### src/rtl/pulse_gen_pkg.sv
// Shared definitions for the pulse_gen burst generator.
package pulse_gen_pkg;

  localparam int CNT_W = 9;
  localparam int PER_W = 28;

  localparam logic [CNT_W-1:0] CNT_ONE = 9'd1;
  localparam logic [PER_W-1:0] PER_ONE = 28'd1;

  typedef enum logic [1:0] {
    IDLE = 2'd0,
    RUN  = 2'd1,
    DONE = 2'd2
  } state_t;

  // A programmed spacing of zero behaves as one pulse per cycle.
  function automatic logic [PER_W-1:0] eff_period(input logic [PER_W-1:0] p);
    return (p == 28'd0) ? PER_ONE : p;
  endfunction

endpackage

### src/rtl/pulse_gen_period_timer.sv
// Wrap counter 0..P-1 that flags the cycles on which a pulse is due.
module period_timer
  import pulse_gen_pkg::*;
(
  input  logic             clk_i,
  input  logic             rst_i,
  input  logic             load_i,
  input  logic             clear_i,
  input  logic             en_i,
  input  logic [PER_W-1:0] period_i,
  output logic             tick_o
);

  logic [PER_W-1:0] per_q, per_d;
  logic [PER_W-1:0] cnt_q, cnt_d;

  // Next-state: clear, load (first pulse is issued on the load edge, so the
  // count resumes at 1), or advance with wrap at P-1.
  always_comb begin
    per_d = per_q;
    cnt_d = cnt_q;
    if (clear_i) begin
      per_d = 28'd0;
      cnt_d = 28'd0;
    end else if (load_i) begin
      per_d = eff_period(period_i);
      cnt_d = (eff_period(period_i) == PER_ONE) ? 28'd0 : PER_ONE;
    end else if (en_i) begin
      cnt_d = (cnt_q == (per_q - PER_ONE)) ? 28'd0 : (cnt_q + PER_ONE);
    end else begin
      cnt_d = cnt_q;
    end
  end

  // Latched period and running count.
  always_ff @(posedge clk_i or posedge rst_i) begin
    if (rst_i) begin
      per_q <= 28'd0;
      cnt_q <= 28'd0;
    end else begin
      per_q <= per_d;
      cnt_q <= cnt_d;
    end
  end

  assign tick_o = (cnt_q == 28'd0);

endmodule

### src/rtl/pulse_gen.sv
// Burst pulse generator: N registered strobes spaced P cycles apart.
module pulse_gen
  import pulse_gen_pkg::*;
(
  input  logic             clk_i,
  input  logic             rst_i,
  input  logic             start_i,
  input  logic             stop_i,
  input  logic [CNT_W-1:0] count_i,
  input  logic [PER_W-1:0] period_i,
  output logic             pulse_o,
  output logic             busy_o,
  output logic             done_o,
  output logic [CNT_W-1:0] sent_o
);

  state_t           state_q, state_d;
  logic [CNT_W-1:0] n_q, n_d;
  logic [CNT_W-1:0] sent_q, sent_d;
  logic             pulse_q, pulse_d;
  logic             busy_q, busy_d;
  logic             done_q, done_d;

  logic load_s;
  logic clear_s;
  logic en_s;
  logic tick_s;

  // Timer is loaded when a non-empty burst starts and frozen at zero otherwise.
  always_comb begin
    load_s  = (state_q == IDLE) && start_i && !stop_i && (count_i != 9'd0);
    en_s    = (state_q == RUN);
    clear_s = (state_q != RUN) && !load_s;
  end

  period_timer u_timer (
    .clk_i    (clk_i),
    .rst_i    (rst_i),
    .load_i   (load_s),
    .clear_i  (clear_s),
    .en_i     (en_s),
    .period_i (period_i),
    .tick_o   (tick_s)
  );

  // FSM and output next-state; strobes default low every cycle.
  always_comb begin
    state_d = state_q;
    n_d     = n_q;
    sent_d  = sent_q;
    pulse_d = 1'b0;
    busy_d  = 1'b0;
    done_d  = 1'b0;
    case (state_q)
      IDLE: begin
        if (start_i && !stop_i) begin
          n_d = count_i;
          if (count_i == 9'd0) begin
            state_d = DONE;
            done_d  = 1'b1;
            sent_d  = 9'd0;
          end else begin
            state_d = RUN;
            busy_d  = 1'b1;
            pulse_d = 1'b1;
            sent_d  = CNT_ONE;
          end
        end else begin
          state_d = IDLE;
        end
      end
      RUN: begin
        if (stop_i) begin
          state_d = IDLE;
        end else if (sent_q == n_q) begin
          // All pulses issued: completion is reported one cycle after the last.
          state_d = DONE;
          done_d  = 1'b1;
        end else begin
          busy_d = 1'b1;
          if (tick_s) begin
            pulse_d = 1'b1;
            sent_d  = sent_q + CNT_ONE;
          end else begin
            pulse_d = 1'b0;
          end
        end
      end
      DONE: begin
        state_d = IDLE;
      end
      default: begin
        state_d = IDLE;
      end
    endcase
  end

  // State and registered outputs.
  always_ff @(posedge clk_i or posedge rst_i) begin
    if (rst_i) begin
      state_q <= IDLE;
      n_q     <= 9'd0;
      sent_q  <= 9'd0;
      pulse_q <= 1'b0;
      busy_q  <= 1'b0;
      done_q  <= 1'b0;
    end else begin
      state_q <= state_d;
      n_q     <= n_d;
      sent_q  <= sent_d;
      pulse_q <= pulse_d;
      busy_q  <= busy_d;
      done_q  <= done_d;
    end
  end

  assign pulse_o = pulse_q;
  assign busy_o  = busy_q;
  assign done_o  = done_q;
  assign sent_o  = sent_q;

endmodule

### config.mk
export PLATFORM = sky130hd
export DESIGN_NAME = pulse_gen
export DESIGN_NICKNAME = d
export VERILOG_FILES = /design/src/rtl/pulse_gen_pkg.sv /design/src/rtl/pulse_gen_period_timer.sv /design/src/rtl/pulse_gen.sv
export SDC_FILE = /design/constraint.sdc
export NUM_CORES = 1
export LEC_CHECK = 0
export ABC_AREA = 1
export CAP_MARGIN = 5
export CORE_UTILIZATION = 38
export DETAILED_ROUTE_END_ITERATION = 8
export DONT_BUFFER_PORTS = 1
export GPL_ROUTABILITY_DRIVEN = 0
export SYNTH_ARGS = -nofsm -noshare
export SYNTH_HDL_FRONTEND = slang
export SYNTH_SLANG_ARGS = --single-unit
### constraint.sdc
create_clock -name clk_i -period 7.8 [get_ports clk_i]
set_clock_uncertainty 0.15 [all_clocks]
set_input_delay 1.56 -clock clk_i [delete_from_list [all_inputs] [get_ports clk_i]]
set_output_delay 1.56 -clock clk_i [all_outputs]
set_load 0.01 [all_outputs]
* Word level (Yosys, flattened, before mapping) *
Cells that the tools add are included.

word-level totals
  flip-flop bits (word level) = 79
  input port bits = 41
  word-level logic and storage cells = 71
  output and inout port bits = 12

operators by class
  add/sub/neg operators = 3
  equal/unequal tests = 10
  reductions and logical operators = 17
  mux-type cells = 33

operator list
  kind                                                    count
  2-to-1 mux 28 bit                                       7
  zero test 28 bit                                        2
  2-to-1 mux 9 bit                                        4
  adder 28 x 1 -> 28 bit (second input constant)          1
  == test 28 x 1 -> 1 bit (second input constant)         1
  == test 28 bit                                          1
  subtractor 28 x 1 -> 28 bit (second input constant)     1
  one-hot mux 9 bit (2 select lines)                      1
  2-to-1 mux 1 bit                                        13
  adder 9 x 1 -> 9 bit (second input constant)            1
  == test 9 bit                                           1
  zero test 9 bit                                         1
  nonzero test 9 bit                                      1
  2-to-1 mux 2 bit                                        4
  inequality test 2 x 1 -> 1 bit (second input constant)  3
  one-hot mux 1 bit (2 select lines)                      3
  logical AND 1 bit                                       5
  AND reduction 5 bit                                     1
  inequality test 2 bit (second input constant)           2
  one-hot mux 2 bit (2 select lines)                      1
  nonzero test 2 bit                                      2
  inequality test 3 x 2 -> 1 bit (second input constant)  1
  nonzero test 3 bit                                      1
  == test 2 x 1 -> 1 bit (second input constant)          1
  3 further kinds                                         4

* Logic depth before layout (Yosys ltp) *
  depth in word-level cells = 7
  depth in mapped cells = 16
  mapped depth without buffers = 15

* Modules after synthesis *
A second synthesis with hierarchy kept.

unflattened totals
  cell total of the unflattened synthesis = 759
  area total of the unflattened synthesis = 5529.1 µm²

by module, submodules not included
  module        instances  seq. area each (µm²)  cells an instance  area an instance (µm²)
  period_timer  1          1401.3                593                4282.9
  pulse_gen     1          575.6                 166                1246.2

* Worst setup path after synthesis *
Ideal clock, no wire load.

  path type = input to register
  start point = input port count_i[3]
  end point = register busy_q (netlist: busy_o)
  buffers on the path = 1
  stages = 9
  arrival time = 2.522 ns
  path slack = 4.986 ns
  library setup time = 0.142 ns
  data required time = 7.508 ns
  cell sequence = nor2_1 -> nand3_1 -> nor3_1 -> nand2_1 -> inv_1 -> nor2_1 -> inv_2 -> clkbuf_1 -> o21ai_0

between the ends
  cells in the longest elaborated chain, start to end = 4

RTL lines
  item                                RTL line          source
  from (decl)                         pulse_gen.sv:9    input logic [CNT_W-1:0] count_i,
  zero test 9 bit                     pulse_gen.sv:58   if (count_i == 9'd0) begin
  2-to-1 mux 1 bit                    pulse_gen.sv:58
  2-to-1 mux 1 bit                    pulse_gen.sv:56   if (start_i && !stop_i) begin
  one-hot mux 1 bit (2 select lines)  pulse_gen.sv:54   case (state_q)
  via busy_d                          pulse_gen.sv:21   logic busy_q, busy_d;
  to (signal assigned)                pulse_gen.sv:112  busy_q <= busy_d;
  to (decl)                           pulse_gen.sv:21

The timed path passes the listed nets, and every way through them passes these cells.
A chain may end at the register's enable or synchronous reset.

* Final worst setup path *
  start point = input port stop_i
  end point = register u_timer.per_q[17]

between the ends
  cells in the longest elaborated chain, start to end = 6
  elaborated cells between the ends (all ways) = 7
  those cells by class = mux (1); reduce/logical (6)

RTL lines
  item                                                            RTL line                      source
  from (decl)                                                     pulse_gen.sv:8                input logic stop_i,
  zero test 1 bit *                                               pulse_gen.sv:31               load_s = (state_q == IDLE) && start_i && !stop_i && (count_i != 9'd0);
  logical AND 1 bit * (2 in a row)                                pulse_gen.sv:31
  zero test 1 bit                                                 pulse_gen.sv:33               clear_s = (state_q != RUN) && !load_s;
  logical AND 1 bit                                               pulse_gen.sv:33
  2-to-1 mux 28 bit / nonzero test 2 bit (equally long branches)  --
  to (signal assigned)                                            pulse_gen_period_timer.sv:41  per_q <= per_d;
  to (decl)                                                       pulse_gen_period_timer.sv:14  logic [PER_W-1:0] per_q, per_d;

Every way passes the cells marked *; elsewhere a longest branch is shown, timed or not.

==> impl_metrics.env <==
export IMPL_status="finished, final reports clean"
export IMPL_cts_sinks=79
export IMPL_yosys_area_top_type="dfrtp_1"
export IMPL_layout_nets=749
export IMPL_worst_r2r_cell_count=11
export IMPL_root_buffer="clkbuf_16"
export IMPL_syn_to_final_growth_pct=9.17
export IMPL_dpl_cell_area_um2=5330
export IMPL_hold_buffers=0
export IMPL_tightest_slew_ns=1.01
export IMPL_cts_resized=0
export IMPL_hold_end="n_q[1]"
export IMPL_vias=4453
export IMPL_synth_nets=751
export IMPL_synth_flop_cell="dfrtp_1"
export IMPL_route_detailed_drc=0
export IMPL_num_rows=42
export IMPL_synth_top_area_frac=0.382
export IMPL_antenna_found_initial=0
export IMPL_hold_path_depth=2
export IMPL_tns_ns=0
export IMPL_final_common_cell="nand2_1"
export IMPL_fmax_ghz=0.305
export IMPL_fp_dieW_um=119
export IMPL_worstSkewPairLatency_ns=0.34
export IMPL_drtIter0Drc=265
export IMPL_rsz0062_at_grt="false"
export IMPL_drive_gt1_frac=0.0904
export IMPL_p_leak_nw=2.76
export IMPL_drt_wirelength_per_cell_um=14.2
export IMPL_synthArstFlopShare=1.00
export IMPL_cts_buffers=9
export IMPL_clockBufferDepth=2
export IMPL_diodes=0
export IMPL_p_sw_frac=0.321
export IMPL_post_cts_buffers=0
export IMPL_finalSetupViolCount=0
export IMPL_combinationalPowerShare=0.229
export IMPL_cp_end_kind="flop"
export IMPL_grt_pass1_wl_um=21700
export IMPL_wirelength_um=12600
export IMPL_ant_nets=0
export IMPL_relSlewSlack=0.329
export IMPL_grt_pass1_vias=4543
export IMPL_clk_pin_slew_worst_paths_ns=0.06
export IMPL_synth_area_top_cells="dfrtp_1, nand2_1, xor2_1, nor2_1, inv_1"
export IMPL_cp_max_fo=19
export IMPL_grt_remaining_overflow=0
export IMPL_powerDensity_nw_per_um2=213
export IMPL_core_um2=13200
export IMPL_final_max_slew_viol_count=0
export IMPL_pwr_share_seq=0.399
export IMPL_synth_edf_count=0
export IMPL_first_pass_iters=4
export IMPL_dp_hpwl_um=9660
export IMPL_syn_avg_cell_area_um2=7.33
export IMPL_synth_cell_types=38
export IMPL_final_fill_count=1346
export IMPL_fin_cells=884
export IMPL_crit_arrival_ns=3.37
export IMPL_hold_class="reg2reg"
export IMPL_io_buffers=0
export IMPL_track_usage=0.194
export IMPL_yosysSeqAreaShare=0.382
export IMPL_yosys_warnings=0
export IMPL_critPathLaunchType="input pin"
export IMPL_placed_cells=869
export IMPL_io_pins=53
export IMPL_viasPerCell=5.04
export IMPL_hold_violations=0
export IMPL_min_period_over_period=0.420
export IMPL_cap_violations=0
export IMPL_crit_required_ns=7.89
export IMPL_hp_start="n_q[1]"
export IMPL_power_switching_w=0.000386
export IMPL_fin_crit_ns=3.28
export IMPL_finalInstanceArea_um2=5650
export IMPL_ctsHtreeMaxLevel=3
export IMPL_syn_area_um2=5170
export IMPL_final_cell_mix="nand2_1, nor2_1, inv_1, dfrtp_1, xor2_1"
export IMPL_rrSetupSlack_ns=4.73
export IMPL_crit_type="in2reg"
export IMPL_dieArea_um2=14100
export IMPL_r2r_start="state_q[1]"
export IMPL_syn_inst=706
export IMPL_final_util=0.426
export IMPL_crit_path_start="stop_i"
export IMPL_p_int_w=0.000815
export IMPL_regToRegEndpoint="sent_o[1]"
export IMPL_tritoncts="yes"
export IMPL_vdd_ir_drop_max_mv=0.127
export IMPL_start_util=0.391
export IMPL_synth_seq_cells=79
export IMPL_clock_power_share=0.372
export IMPL_grt_max_degree=80
export IMPL_die_h_um=119
==> synthesized netlist by cell type (2+ instances only) <==
cell      instances
inv_1            87
nand3_1          32
nand3_2           5
nand3b_1          3
buf_2             2
dfrtp_1          79
a22o_1            4
buf_6             2
nand4_1          20
nand2_1         178
nand2_2           6
nor2_2           14
nor2_4            5
and2_1            3
buf_1             3
nor4_1           14
inv_2             8
nand2_4           2
xnor2_1          15
o21ai_1           4
o22ai_1           6
nor3_1           12
ha_1              4
xor2_1           51
o21ai_0          36
nor2_1           92
clkbuf_1          7
nor3_4            2
==> layer usage <==
layer / wire length, um / vias to the layer above / GRT usage
met2: 5930 / 119 / 0.313
met1: 5620 / 2096 / 0.248
li1: - / 2220 / -
met3: 785 / 18 / 0.0425
met4: 238 / 0 / 0.0886
met5: 0 / - / 0
==> sequential cells by signal, indices dropped and copies added, names as in the netlist <==
name	flops
busy_o	1
n_q	9
pulse_o	1
state_q	2
u_timer.per_q	28
done_o	1
sent_o	9
u_timer.cnt_q	28
==> critical path, cell delays in order <==
cell and delay [ns]:
inv_1 0.03, nand3_1 0.37, nor2_1 0.82, inv_2 0.31, o21ai_0 0.27
==> worst max-delay path by stage <==
| stage | to | cells after the start | slack, ns |
|---|---|---|---|
| global route | u_timer.per_q[26] | 5 | 4.25 |
| detailed placement | u_timer.per_q[17] | 5 | 4.18 |
| global placement | u_timer.per_q[18] | 5 | 4.28 |
| floorplan | busy_o | 1 | 4.07 |
| CTS | u_timer.per_q[17] | 5 | 4.51 |
| finish | u_timer.per_q[17] | 5 | 4.52 |
==> through the flow <==
step / total power [W] / hold WS (ns) / setup slack (ns)
floorplan: 0.000702 / 0.317 / 4.07
global placement: 0.000758 / 0.340 / 4.28
detailed placement: 0.000763 / 0.343 / 4.18
CTS: 0.00121 / 0.358 / 4.51
global route: 0.00127 / 0.391 / 4.25
finish: 0.00120 / 0.354 / 4.52
==> area by class of cell <==
class	count	area, um2	share of cell area
tap	176	220	0.0390
sequential	79	1980	0.350
timing repair buffer	2	15.0	0.00266
inverter	96	362	0.0640
multi-input combinational	516	2760	0.489
clock inverter	5	83.8	0.0148
clock buffer	10	229	0.0405
==> power groups by stage <==
stage | Combinational, W | Clock (W) | Sequential (W)
global placement | 0.000272 | 0 | 0.000486
global route | 0.000317 | 0.000473 | 0.000485
finish | 0.000275 | 0.000447 | 0.000479
floorplan | 0.000226 | 0 | 0.000476
CTS | 0.000278 | 0.000456 | 0.000480
detailed placement | 0.000276 | 0 | 0.000487
==> cells by family after synthesis <==
kind of cell / share of synthesized area
and+or+nand+nor: 0.356
buffers and inverters: 0.0842
DFF: 0.382
xor gates and xnor gates: 0.112
AOI/OAI and AO/OA: 0.0564
adders and majority gates: 0.00968
(Power assumes the default switching activity.)
